--- src/rtl/multi_key_debounce.sv ---
// rtl/multi_key_debounce.sv - N-channel push-button debouncer with hysteresis, exclusive qualify and auto-repeat
//
// Ports:
//   sysclk     in   1     system clock, all logic on posedge
//   reset      in   1     asynchronous, active-high; clears all state
//   key_in     in   N_CH  raw button inputs (asynchronous, active-high)
//   key_level  out  N_CH  debounced key level
//   press      out  N_CH  1-cycle pulse on the edge key_level rises
//   released   out  N_CH  1-cycle pulse on the edge key_level falls
//   rpt        out  N_CH  1-cycle auto-repeat pulse while a key is held

module multi_key_debounce #(
   parameter int N_CH       = 3,
   parameter int TICK_BITS  = 21,
   parameter int DEPTH      = 3,
   parameter int EXCLUSIVE  = 1,
   parameter int RPT_DELAY  = 32,
   parameter int RPT_PERIOD = 8
) (
   input  logic            sysclk,
   input  logic            reset,
   input  logic [N_CH-1:0] key_in,
   output logic [N_CH-1:0] key_level,
   output logic [N_CH-1:0] press,
   output logic [N_CH-1:0] released,
   output logic [N_CH-1:0] rpt
);

   localparam int RCW = $clog2(RPT_DELAY + 1);
   localparam logic [RCW-1:0] RC_TOP = RCW'(RPT_DELAY);
   // After a repeat pulse the counter restarts RPT_PERIOD ticks short of the
   // top, so it never has to wrap through zero.
   localparam logic [RCW-1:0] RC_RELOAD =
      (RPT_PERIOD >= RPT_DELAY) ? '0 : RCW'(RPT_DELAY - RPT_PERIOD);

   logic [TICK_BITS-1:0] tick_cnt;
   logic                 tick;
   logic [N_CH-1:0]      sync_1;
   logic [N_CH-1:0]      sync_2;
   logic [N_CH-1:0]      qual;
   logic [DEPTH-1:0]     shift_reg  [N_CH];
   logic [DEPTH-1:0]     shift_next [N_CH];
   logic [N_CH-1:0]      all_ones;
   logic [N_CH-1:0]      all_zeros;
   logic [RCW-1:0]       rc     [N_CH];
   logic [RCW-1:0]       rc_inc [N_CH];

   // A key only counts as pressed when no other synced key is high, so
   // chords never produce a press on any of their keys.
   function automatic logic [N_CH-1:0] qualify(input logic [N_CH-1:0] s);
      logic [N_CH-1:0] others;
      logic [N_CH-1:0] q;
      q = s;
      if (EXCLUSIVE != 0) begin
         for (int i = 0; i < N_CH; i++) begin
            others    = s;
            others[i] = 1'b0;
            q[i]      = s[i] & ~(|others);
         end
      end
      return q;
   endfunction

   assign tick = &tick_cnt;
   assign qual = qualify(sync_2);

   always_comb begin
      for (int i = 0; i < N_CH; i++) begin
         shift_next[i] = {shift_reg[i][DEPTH-2:0], qual[i]};
         all_ones[i]   = &shift_next[i];
         all_zeros[i]  = ~(|shift_next[i]);
         rc_inc[i]     = rc[i] + 1'b1;
      end
   end

   always_ff @(posedge sysclk or posedge reset) begin
      if (reset) begin
         tick_cnt <= '0;
         sync_1   <= '0;
         sync_2   <= '0;
      end else begin
         tick_cnt <= tick_cnt + 1'b1;
         sync_1   <= key_in;
         sync_2   <= sync_1;
      end
   end

   // Level only moves on a fully uniform history; a mixed history holds the
   // current level, which is what gives the filter its hysteresis.
   always_ff @(posedge sysclk or posedge reset) begin
      if (reset) begin
         key_level <= '0;
         press     <= '0;
         released  <= '0;
         rpt       <= '0;
         for (int i = 0; i < N_CH; i++) begin
            shift_reg[i] <= '0;
            rc[i]        <= '0;
         end
      end else begin
         press    <= '0;
         released <= '0;
         rpt      <= '0;
         if (tick) begin
            for (int i = 0; i < N_CH; i++) begin
               shift_reg[i] <= shift_next[i];
               if (!key_level[i] && all_ones[i]) begin
                  key_level[i] <= 1'b1;
                  press[i]     <= 1'b1;
                  rc[i]        <= '0;
               end else if (key_level[i] && all_zeros[i]) begin
                  key_level[i] <= 1'b0;
                  released[i]  <= 1'b1;
                  rc[i]        <= '0;
               end else if (key_level[i] && (RPT_PERIOD != 0)) begin
                  if (rc_inc[i] == RC_TOP) begin
                     rpt[i] <= 1'b1;
                     rc[i]  <= RC_RELOAD;
                  end else begin
                     rc[i] <= rc_inc[i];
                  end
               end else begin
                  rc[i] <= '0;
               end
            end
         end
      end
   end

endmodule

--- config.mk ---
export PLATFORM = sky130hd
export DESIGN_NAME = multi_key_debounce
export DESIGN_NICKNAME = d
export VERILOG_FILES = /design/src/rtl/multi_key_debounce.sv
export SDC_FILE = /design/constraint.sdc
export NUM_CORES = 1
export LEC_CHECK = 0
export BUFFER_PORTS_ARGS = -buffer_cell sky130_fd_sc_hd__buf_4
export CAP_MARGIN = 10
export CORE_MARGIN = 2
export CORE_UTILIZATION = 30
export CTS_BUF_LIST = sky130_fd_sc_hd__clkbuf_4 sky130_fd_sc_hd__clkbuf_8
export CTS_CLUSTER_DIAMETER = 40
export DETAILED_ROUTE_END_ITERATION = 10
export SYNTH_ARGS = -nofsm -noshare
export SYNTH_HDL_FRONTEND = slang
export SYNTH_SLANG_ARGS = --single-unit
--- constraint.sdc ---
create_clock -name sysclk -period 2.12 [get_ports sysclk]
set_clock_uncertainty 0.2 [all_clocks]
set_input_delay 0.106 -clock sysclk [delete_from_list [all_inputs] [get_ports sysclk]]
set_output_delay 0.106 -clock sysclk [all_outputs]
set_load 0.02 [all_outputs]
# Yosys cells after proc, flatten, opt, wreduce, memory -nomap -nowiden
# Index checks and enable logic that the tools add are counted.
dict set report totals {
  register_bits 63
  inputBits 5
}
dict set report op_classes {
  add_sub_neg 4
  eq_ne 3
  muxes 42
  bitwise_logic 9
  reduce_logical 25
}
# op count
set ops {}
lappend ops {{2-to-1 mux 6 bit} 12}
lappend ops {{AND reduction 22 bit} 3}
lappend ops {{2-to-1 mux 1 bit} 27}
lappend ops {{adder 21 x 1 -> 21 bit (second input constant)} 1}
lappend ops {{AND reduction 21 bit} 1}
lappend ops {{adder 6 x 1 -> 6 bit (second input constant)} 3}
lappend ops {{equality test 6 bit (second input constant)} 3}
lappend ops {{2-to-1 mux 3 bit} 3}
lappend ops {{AND reduction 3 bit} 3}
lappend ops {{OR reduction 3 bit} 3}
lappend ops {{logical AND 1 bit} 6}
lappend ops {{inverter 1 bit} 6}
lappend ops {{nonzero test 2 bit} 3}
lappend ops {{OR reduction 2 bit} 3}
lappend ops {{bitwise AND 1 bit} 3}
lappend ops {{zero test 1 bit} 3}

# Depth between registers and ports, before layout
# Gate-level depths: netlist of the first run.
dict set report depth {
  depth_word 9
  mapped_depth 6
  depth_no_buf 5
}

# Least setup slack after synthesis of the first run
# OpenSTA, ideal clock, no wires.
dict set report synth_path {
  path_kind {flip-flop to flip-flop}
  start {reg tick_cnt[0]}
  end {reg shift_reg (netlist bit shift_next[1])}
  arrival_ns 1.589
  t_required_ns 1.795
  path_slack_ns 0.206
  path_stages_with_launch 7
  cell_sequence {dfrtp_1 > ha_1 > and4_1 > nand3_4 > nor2_4 > buf_4 > mux2_2}
}
dict set report synth_via {
  elab_chain_cells 1
}
# element line_no
set synth_lines {}
lappend synth_lines {{from (decl)} 36} ;# logic [TICK_BITS-1:0] tick_cnt;
lappend synth_lines {{from (signal assigned)} 82} ;# tick_cnt <= tick_cnt + 1'b1;
lappend synth_lines {{AND reduction 21 bit} 64} ;# assign tick = &tick_cnt;
lappend synth_lines {{to (signal, indexed assignment)} 106} ;# shift_reg[i] <= shift_next[i];
lappend synth_lines {{to (decl)} 41} ;# logic [DEPTH-1:0] shift_reg [N_CH];
# Every way passes these cells.
# A chain may end at the register's enable or synchronous reset.

# Worst setup path after layout of the first run
dict set report layout_path {
  start {reg tick_cnt[0]}
  end {reg shift_reg (netlist bit shift_next[4])}
}
# Same word-level chain as after synthesis.

==> qor.txt, run 1 <==
Filler cells: 1009
vias in the first global route: 2092
synth warn: 0
htree depth: 3
Clock Tree Buf Depth: 2
RD Place Congestion: 0.770
Crit path required time: 2150 ps
Setup CP Type: flop to flop
worst hold stages: 0
worst r2r dst: shift_next[4]
wire length of the first global-routing pass: 10200 microns
Clk pin slew, worst setup/hold paths: 70 ps
Worst R2R Start: tick_cnt[0]
HPWL after DPL: 4050 microns
largest area contributor in the netlist: dfrtp_1
routed len/inst: 13.7 microns
commonest non-fill, non-tap cells in the layout: 63 x dfrtp_1, 30 x o21ai_0, 22 x buf_4
clk_lat worst skew: 350 ps
Yosys reg bits: 63
initial antenna violation count: 0
Die Width: 105 microns
top-level I/O count: 17
status: completed
pin count of the biggest net entering global routing: 64
DRT Pass-1 Iters: 4
cells after synthesis: 282
clock sink count: 63
Routed Antenna Nets: 0
Final Hold Violating Endpoints: 0
Cells after DPL: 426
sequential-to-total area share from yosys stat: 51.9%
height of the die: 105 microns
busiest layer in global routing: met2
# resized after CTS: 0
Die ar.: 0.0109 sq mm
Worst R2R Path Depth: 5
EDFF count, synth: 0
Avg Cell Area, Syn: 10.8 sq um
Hold Path Origin: sync_1[1]
port bufs: 16
routing usage on met2: 18.1%
Worst-Margin Slew: 629 ps
Mapped Area: 0.00304 sq mm
Total Wirelength: 6120 microns
core area: 0.00982 sq mm
Starting DRT DRC Count: 89
share of Yosys cell area claimed by the top area cell type: 51.9%
number of nets in the layout: 317
Worst Setup Start Kind: flop
Worst setup EP type: flop
leakage power: 1.50 nW
Achievable Freq: 0.502 GHz
min setup slack post-route: 127 ps
M1 GR Usage: 15.3%
Async S/R FF share, synth: 100%
CTS tree: yes
Tcrit/Tclk final: 94.0%
final instance area: 0.00356 sq mm
total global routing overflow: 0
Place WS: 120 ps
most common cell after layout, fill and taps aside: dfrtp_1
minimum clock period: 1990 ps
Max Slew Vio Count: 0
hold endpoint: sync_2[1]
layout cells sized above 1: 18.8%
Syn Nets: 291
worst vdd ir: 0.285 mV
DR vias/cell: 5.17
Worst Path Max Fanout: 12
R2R setup slack: 130 ps
PD cells: 625 mW/mm^2
setup_tns: 0 ps
Multi-input gate area: 0.00137 sq mm
Max-Cap Viols: 0
row cnt: 36
Syn-to-layout area delta: 17.3%
Num CTS Buffers: 9
CTS Root Cell: clkbuf_8
Initial Util: 30.9%
HP Class: flop to flop
GR Util All Layers: 11.8%
placed cell area: 0.00334 sq mm
met3 Track Usage GR: 3.68%
crit path DAT: 2030 ps
# DRC: 0
Most used DFF post-synth: dfrtp_1
Synth area leaders: dfrtp_1 52%, o21ai_0 4.9%, xnor2_1 3.5%, and3_1 2.9%, nand2_1 2.5%
Hold WS: 152 ps
unrepaired setup endpoints after global routing: false
count of different cell masters after synthesis: 48
final setup fails: 0
via count: 2305
Finished Layout Cells: 446
worst relative slew slack: 57.7%
Reg area: 0.00158 sq mm
# diodes: 0
## worst max path at each step
stage                           start             to  cells after the start
after global routing      tick_cnt[0]  shift_next[4]                      5
after detailed placement  tick_cnt[0]  shift_next[7]                      5
after CTS                 tick_cnt[0]  shift_next[4]                      5
after global placement    tick_cnt[0]  shift_next[1]                      5
final                     tick_cnt[0]  shift_next[4]                      5
after floorplan           tick_cnt[0]  shift_next[1]                      6
## layout make-up
type / count / share of cell area, %
sequential: 63 / 44.3
clock buffer: 13 / 4.67
inverter: 10 / 1.05
clock inverter: 3 / 0.492
tap: 133 / 4.67
multi-input combinational: 197 / 38.5
timing repair buffer: 27 / 6.33
## flip-flops by register name (all words and copies together) (netlist names)
name        cells
key_level       3
sync_2          3
shift_next      6
tick_cnt       21
rc             18
rpt             3
press           3
released        3
sync_1          3
## through the flow
| stage | power, mW | util [%] |
|---|---|---|
| after floorplan | 1.26 | - |
| after CTS | 2.26 | 36.3 |
| after detailed placement | 1.28 | 34.0 |
| after global placement | 1.28 | 34.0 |
| after global routing | 2.32 | 36.3 |
| final | 2.22 | 36.3 |
## critical path, stage by stage, from the launching register on
cell and delay (ps):
dfrtp_1 380, ha_1 230, and4_1 300, nand3_4 100
nor2_4 290, mux2_2 380
## routing by layer
layer / part of all wire [%] / wire length, microns
met2: 48 / 2930
met5: 0 / 0
met3: 3.7 / 229
met4: 2.2 / 132
met1: 46 / 2830
## cell usage after synthesis, drive strengths merged (2+ instances only)
cell and instances:
a211o 2, a211oi 4, a21oi 2, a221o 2, a31o 3, and3 14, and4 5, buf 4
clkbuf 8, dfrtp 63, ha 4, inv 10, mux2 6, nand2 20, nand2b 4, nand3 14
nand4 9, nand4b 3, nor2 9, nor3 9, nor3b 3, nor4 2, o211ai 4, o21ai 30
o2bb2ai 2, o311ai 6, o31a 6, o31ai 5, o32a 2, o41ai 3, xnor2 12, xor2 5
## report_power, final
part           leakage, nW  internal (mW)  total [mW]  switching (mW)
sequential           0.852           1.21        1.21         0.00295
clock               0.0963          0.510       0.966           0.456
combinational        0.548         0.0176      0.0475          0.0299
total                 1.50           1.74        2.22           0.488
## what timing repair did
item	CTS	global route
endpoints found under the hold margin	66	0
buffers inserted	0	0
endpoints found under the setup margin	0	0
hold buffers	4	0
## logic make-up (layout without fill, tap and decap cells)
family	Yosys count	count (layout)	synth area share [%]
AOI/OAI and AO/OA	76	76	17.7
xor gates and xnor gates	17	17	4.91
adders and majority gates	4	4	1.65
buffers and inverters	22	53	2.93
DFF	63	63	51.9
muxes	6	6	2.23
and+or+nand+nor	94	94	18.7
Note: power is estimated with default switching activity, not from simulation.
==> inputs of run 2 (changes only) <==
--- a/config.mk
+++ b/config.mk
@@ -12,6 +12,7 @@
 export CTS_BUF_LIST = sky130_fd_sc_hd__clkbuf_4 sky130_fd_sc_hd__clkbuf_8
 export CTS_CLUSTER_DIAMETER = 40
 export DETAILED_ROUTE_END_ITERATION = 10
+export RECOVER_POWER = 25
 export SYNTH_ARGS = -nofsm -noshare
 export SYNTH_HDL_FRONTEND = slang
 export SYNTH_SLANG_ARGS = --single-unit
==> run 2 against run 1 <==
Power decreased by 0.22%. Wire length down 0.23%. First-iteration DRC count down 1.1%. Sequential cell count stayed put. Worst setup slack improved by 1.2 ps. Highest routed layer unchanged. Clock power about the same. Register-to-register slack about the same.
==> qor.txt, run 2 (same netlist as run 1, synthesis figures left out) <==
htree depth: 3 (unchanged)
Worst Path Max Fanout: 12 (unchanged)
routed len/inst: 13.7 microns (-0.23%)
crit path DAT: 2020 ps (about the same)
CTS tree: yes
Total Wirelength: 6110 microns (-0.23%)
# DRC: 0 (unchanged)
Filler cells: 1009 (unchanged)
Clk pin slew, worst setup/hold paths: 70 ps (about the same)
via count: 2294 (-0.48%)
leakage power: 1.49 nW (-0.30%)
CP bufs+invs: 0 (unchanged)
PD cells: 626 mW/mm^2 (+0.14%)
slowest stage delay, CP: 380 ps (about the same)
total global routing overflow: 0 (unchanged)
most common cell after layout, fill and taps aside: dfrtp_1
Syn-to-layout area delta: 16.9%
Max-Cap Viols: 0 (unchanged)
switching share of power: 21.9% (-0.026 points)
Clock Tree Buf Depth: 2 (unchanged)
Die ar.: 0.0109 sq mm (unchanged)
row cnt: 36 (unchanged)
worst relative slew slack: 42.9% (-15 points)
Starting DRT DRC Count: 88 (-1.1%)
Worst-Margin Slew: 857 ps (+228 ps)
register with the most flip-flops: tick_cnt
Max Slew Vio Count: 0 (unchanged)
Post-CTS Setup Bufs: 0 (unchanged)
Initial Util: 30.9% (unchanged)
Tcrit/Tclk final: 94.0% (about the same)
unrepaired setup endpoints after global routing: false
clock sink count: 63 (unchanged)
Routed Antenna Nets: 0 (unchanged)
final setup fails: 0 (unchanged)
cell-internal power: 1.73 mW (-0.18%)
Worst Setup Start Kind: flop
CP top delay family: simple AND/OR/NAND/NOR gates
max reg flops: 21 (unchanged)
sequential power share: 54.6% (+0.2 points)
clk_lat worst skew: 350 ps (about the same)
Num CTS Buffers: 9 (unchanged)
Worst setup EP type: flop
CTS Root Cell: clkbuf_8
GR Util All Layers: 11.8% (unchanged)
Psw: 0.487 mW (-0.33%)
vias in the first global route: 2092 (unchanged)
Final Hold Violating Endpoints: 0 (unchanged)
Crit path required time: 2150 ps (about the same)
number of nets in the layout: 317 (unchanged)
layout cells sized above 1: 18.5% (-0.32 points)
DR vias/cell: 5.14 (-0.48%)
HP Class: flop to flop
RD Place Congestion: 0.770 (unchanged)
port bufs: 16 (unchanged)
# diodes: 0 (unchanged)
Achievable Freq: 0.502 GHz (about the same)
minimum clock period: 1990 ps (-1.20 ps)
core area: 0.00982 sq mm (unchanged)
DRT Pass-1 Iters: 5 (+1)
height of the die: 105 microns (unchanged)
Die Width: 105 microns (unchanged)
clock network power share: 43.5% (about the same)
Final Core Density: 36.1% (-0.13 points)
wire length of the first global-routing pass: 10200 microns (unchanged)
commonest non-fill, non-tap cells in the layout: 63 x dfrtp_1, 30 x o21ai_0, 20 x nand2_1
initial antenna violation count: 0 (unchanged)
pin count of the biggest net entering global routing: 64 (unchanged)
worst vdd ir: 0.285 mV (-0.22%)
Comb pwr share: 2.0% (about the same)
Slowest-stage cell, CP: dfrtp_1
crit-path cells: ha_1 > and4_1 > nand3_4 > nor2_4 > mux2_2
status: completed
HPWL after DPL: 4050 microns (unchanged)
setup_tns: 0 ps (unchanged)
top-level I/O count: 17 (unchanged)
Setup CP Type: flop to flop
[run 2: power groups by stage]
stage	combinational, mW	clock (mW)	sequential (mW)
4_1_cts	0.0502	0.998	1.21
5_1_grt	0.0505	1.06	1.21
3_3_place_gp	0.0435	0	1.23
6_report	0.0435	0.965	1.21
3_5_place_dp	0.0442	0	1.23
2_1_floorplan	0.0227	0	1.23
[run 2: stage by stage]
stage	cell area [sq um]	setup slack [ps]	total power, mW	instances	hold WS [ps]
2_1_floorplan	3040	206	1.26	282	-62.6
3_3_place_gp	3340	160	1.28	426	15.6
3_5_place_dp	3340	120	1.28	426	13.8
4_1_cts	3560	111	2.26	446	153
5_1_grt	3550	2.14	2.32	446	160
6_report	3550	128	2.22	446	152
[run 2: layout make-up]
| cell class | instances | area [sq um] | area share (%) |
|---|---|---|---|
| Timing Repair Buffer | 27 | 213 | 6.00 |
| Sequential cell | 63 | 1580 | 44.4 |
| Inverter | 10 | 37.5 | 1.06 |
| Clock inverter | 3 | 17.5 | 0.494 |
| Tap cell | 133 | 166 | 4.69 |
| Multi-Input combinational cell | 197 | 1370 | 38.6 |
| Clock buffer | 13 | 166 | 4.69 |
[run 2: worst reg2reg max path: stages (launching register included)]
cell and delay [ps]:
dfrtp_1 380, ha_1 230, and4_1 300, nand3_4 100, nor2_4 280, mux2_2 380
[run 2: final timing paths]
check	from	end	slack, ps	depth (start not counted)
setup / recovery	tick_cnt[0]	shift_next[4]	130	5
hold / removal	sync_1[1]	sync_2[1]	150	0
setup reg to reg	tick_cnt[0]	shift_next[4]	130	5
hold reg to reg	sync_1[1]	sync_2[1]	150	0
max in group asynchronous	reset	rc[0]	760	4
min in group asynchronous	reset	tick_cnt[4]	400	4
[run 2: per-layer routing]
layer | wire, microns | vias up | GRT usage, %
met2 | 2880 | 41 | 18.1
li1 | - | 1115 | -
met1 | 2890 | 1125 | 15.3
met5 | 0 | - | 0
met3 | 204 | 13 | 3.68
met4 | 136 | 0 | 5.52
[run 2: timing repair]
item                                    in CTS  in global routing
hold buffers                                 4                  0
endpoints found under the hold margin       66                  0
resized for setup                            0                  0
endpoints found under the setup margin       0                  0
==> inputs of run 3 (changes only) <==
--- a/config.mk
+++ b/config.mk
@@ -12,6 +12,7 @@
 export CTS_BUF_LIST = sky130_fd_sc_hd__clkbuf_4 sky130_fd_sc_hd__clkbuf_8
 export CTS_CLUSTER_DIAMETER = 40
 export DETAILED_ROUTE_END_ITERATION = 10
+export PLACE_DENSITY_LB_ADDON = 0.25
 export RECOVER_POWER = 25
 export SYNTH_ARGS = -nofsm -noshare
 export SYNTH_HDL_FRONTEND = slang
==> run 3 against run 2 <==
Fmax increased by 0.13%. First-iteration DRC count increased by 64%. Cell area grew 2.2%. Wire length grew 2.1%. Cell count increased by 0.67%. Critical endpoint is now shift_next[5].
==> qor.txt, run 3 (same netlist as run 1, synthesis figures left out) <==
Filler cells: 1005 (-0.40%)
most common cell after layout, fill and taps aside: dfrtp_1
wire length of the first global-routing pass: 10700 microns (+4.3%)
worst relative slew slack: 41.3% (-1.5 points)
clk_lat worst skew: 340 ps (about the same)
Reg area: 0.00158 sq mm (unchanged)
Worst Setup Start Kind: flop
status: completed
number of nets in the layout: 320 (+0.95%)
top-level I/O count: 17 (unchanged)
layout cells sized above 1: 19.9% (+1.4 points)
switching share of power: 19.8% (-2.1 points)
Worst-Margin Slew: 880 ps (+23.2 ps)
Die ar.: 0.0109 sq mm (unchanged)
htree depth: 3 (unchanged)
DR vias/cell: 5.23 (+1.6%)
CTS tree: yes
Routed Antenna Nets: 0 (unchanged)
Comb pwr share: 1.8% (-0.2 points)
PD cells: 679 mW/mm^2 (+8.6%)
routed len/inst: 13.9 microns (+1.4%)
crit path DAT: 2010 ps (about the same)
Tcrit/Tclk final: 93.8% (-0.12 points)
unrepaired setup endpoints after global routing: false
Final Hold Violating Endpoints: 0 (unchanged)
Initial Util: 30.9% (unchanged)
total global routing overflow: 0 (unchanged)
slowest stage delay, CP: 390 ps (about the same)
final setup fails: 0 (unchanged)
pin count of the biggest net entering global routing: 64 (unchanged)
Achievable Freq: 0.503 GHz (+0.13%)
Place WS: 95.6 ps (-24.0 ps)
Max Slew Vio Count: 0 (unchanged)
min setup slack post-route: 131 ps (+2.61 ps)
Slowest-stage cell, CP: dfrtp_1
Multi-input gate area: 0.00138 sq mm (+0.55%)
Setup CP Type: flop to flop
Post-CTS Setup Bufs: 0 (unchanged)
Psw: 0.489 mW (+0.38%)
row cnt: 36 (unchanged)
worst vdd ir: 0.341 mV (+20%)
sequential power share: 49.1% (-5.5 points)
clock sink count: 63 (unchanged)
Max-Cap Viols: 0 (unchanged)
RD Place Congestion: 0.751 (-2.5%)
Num CTS Buffers: 9 (unchanged)
register with the most flip-flops: tick_cnt
Total Wirelength: 6240 microns (+2.1%)
Clock Tree Buf Depth: 2 (unchanged)
cell-internal power: 1.97 mW (+14%)
height of the die: 105 microns (unchanged)
Worst Path Max Fanout: 12 (unchanged)
Die Width: 105 microns (unchanged)
via count: 2347 (+2.3%)
DRT Pass-1 Iters: 4 (-1)
crit-path cells: ha_1 > and4_2 > nand3_4 > nor2_4 > mux2_2
HP Class: flop to flop
# diodes: 0 (unchanged)
Clk pin slew, worst setup/hold paths: 70 ps (about the same)
commonest non-fill, non-tap cells in the layout: 63 x dfrtp_1, 30 x o21ai_0, 21 x buf_4
initial antenna violation count: 0 (unchanged)
leakage power: 1.53 nW (+2.7%)
setup_tns: 0 ps (unchanged)
max reg flops: 21 (unchanged)
# DRC: 0 (unchanged)
minimum clock period: 1990 ps (-2.61 ps)
vias in the first global route: 2130 (+1.8%)
HPWL after DPL: 4130 microns (+1.7%)
Worst setup EP type: flop
clock network power share: 49.0% (+5.5 points)
CTS Root Cell: clkbuf_8
Syn-to-layout area delta: 19.4%
Starting DRT DRC Count: 144 (+64%)
Crit path required time: 2140 ps (about the same)
port bufs: 16 (unchanged)
core area: 0.00982 sq mm (unchanged)
GR Util All Layers: 12.2% (+0.34 points)
Hold WS: 149 ps (-2.35 ps)
==> run 3: cell count changes in the layout (fill, tap and decap cells not counted) <==
cell,change
buf_4,+3
bufinv_16,+2
and4_1,-1
and4_2,+1
clkinv_2,-1
clkinvlp_4,-1
nor4_1,-1
nor4_2,+1
==> run 3: layout make-up <==
cell class	instances	share of cell area, %
clock buffer	13	4.59
clock inverter	3	1.79
inverter	10	1.04
multi-input combinational	197	38.0
sequential	63	43.5
tap	133	4.59
timing repair buffer	30	6.49
==> run 3: worst paths after layout <==
path	from	to	slack, ps	cells past startpoint
worst max-delay path	tick_cnt[0]	shift_next[5]	130	5
worst min-delay path	sync_1[2]	sync_2[2]	150	0
worst max register to register	tick_cnt[0]	shift_next[5]	130	5
worst min register to register	sync_1[2]	sync_2[2]	150	0
max in group asynchronous	reset	key_level[1]	730	4
min in group asynchronous	reset	tick_cnt[4]	420	4
==> run 3: power groups by stage <==
stage	sequential, mW	clock [mW]	combinational [mW]
floorplan	1.23	0	0.0227
global placement	1.23	0	0.0456
detailed placement	1.23	0	0.0456
CTS	1.21	1.24	0.0516
global route	1.21	1.30	0.0527
finish	1.21	1.21	0.0449
==> run 3: repair_timing <==
item	4_1_cts	5_1_grt
hold endpoints to repair	66	0
resized for setup	0	2
endpoints found under the setup margin	0	7
hold buffers	4	0
==> run 3: metal layers <==
metal / routed length (microns) / global-route usage [%]
met4: 111 / 4.86
met1: 3080 / 16.4
met2: 2840 / 18.5
met3: 201 / 3.37
met5: 0 / 0
==> run 3: worst max-delay path, delay by kind of cell, from the launching register on <==
family                     cells  cell delay, ps
adders and majority gates      1             230
and+or+nand+nor                3             670
DFF                            1             390
muxes                          1             380
==> run 3: metrics by stage <==
| stage | power, mW | std cells | instance area (sq um) | util, % |
|---|---|---|---|---|
| global placement | 1.28 | 429 | 3360 | 34.2 |
| detailed placement | 1.28 | 429 | 3360 | 34.2 |
| finish | 2.46 | 449 | 3620 | 36.9 |
| floorplan | 1.26 | 282 | 3040 | - |
| global route | 2.56 | 449 | 3620 | 36.9 |
| CTS | 2.51 | 449 | 3630 | 37.0 |
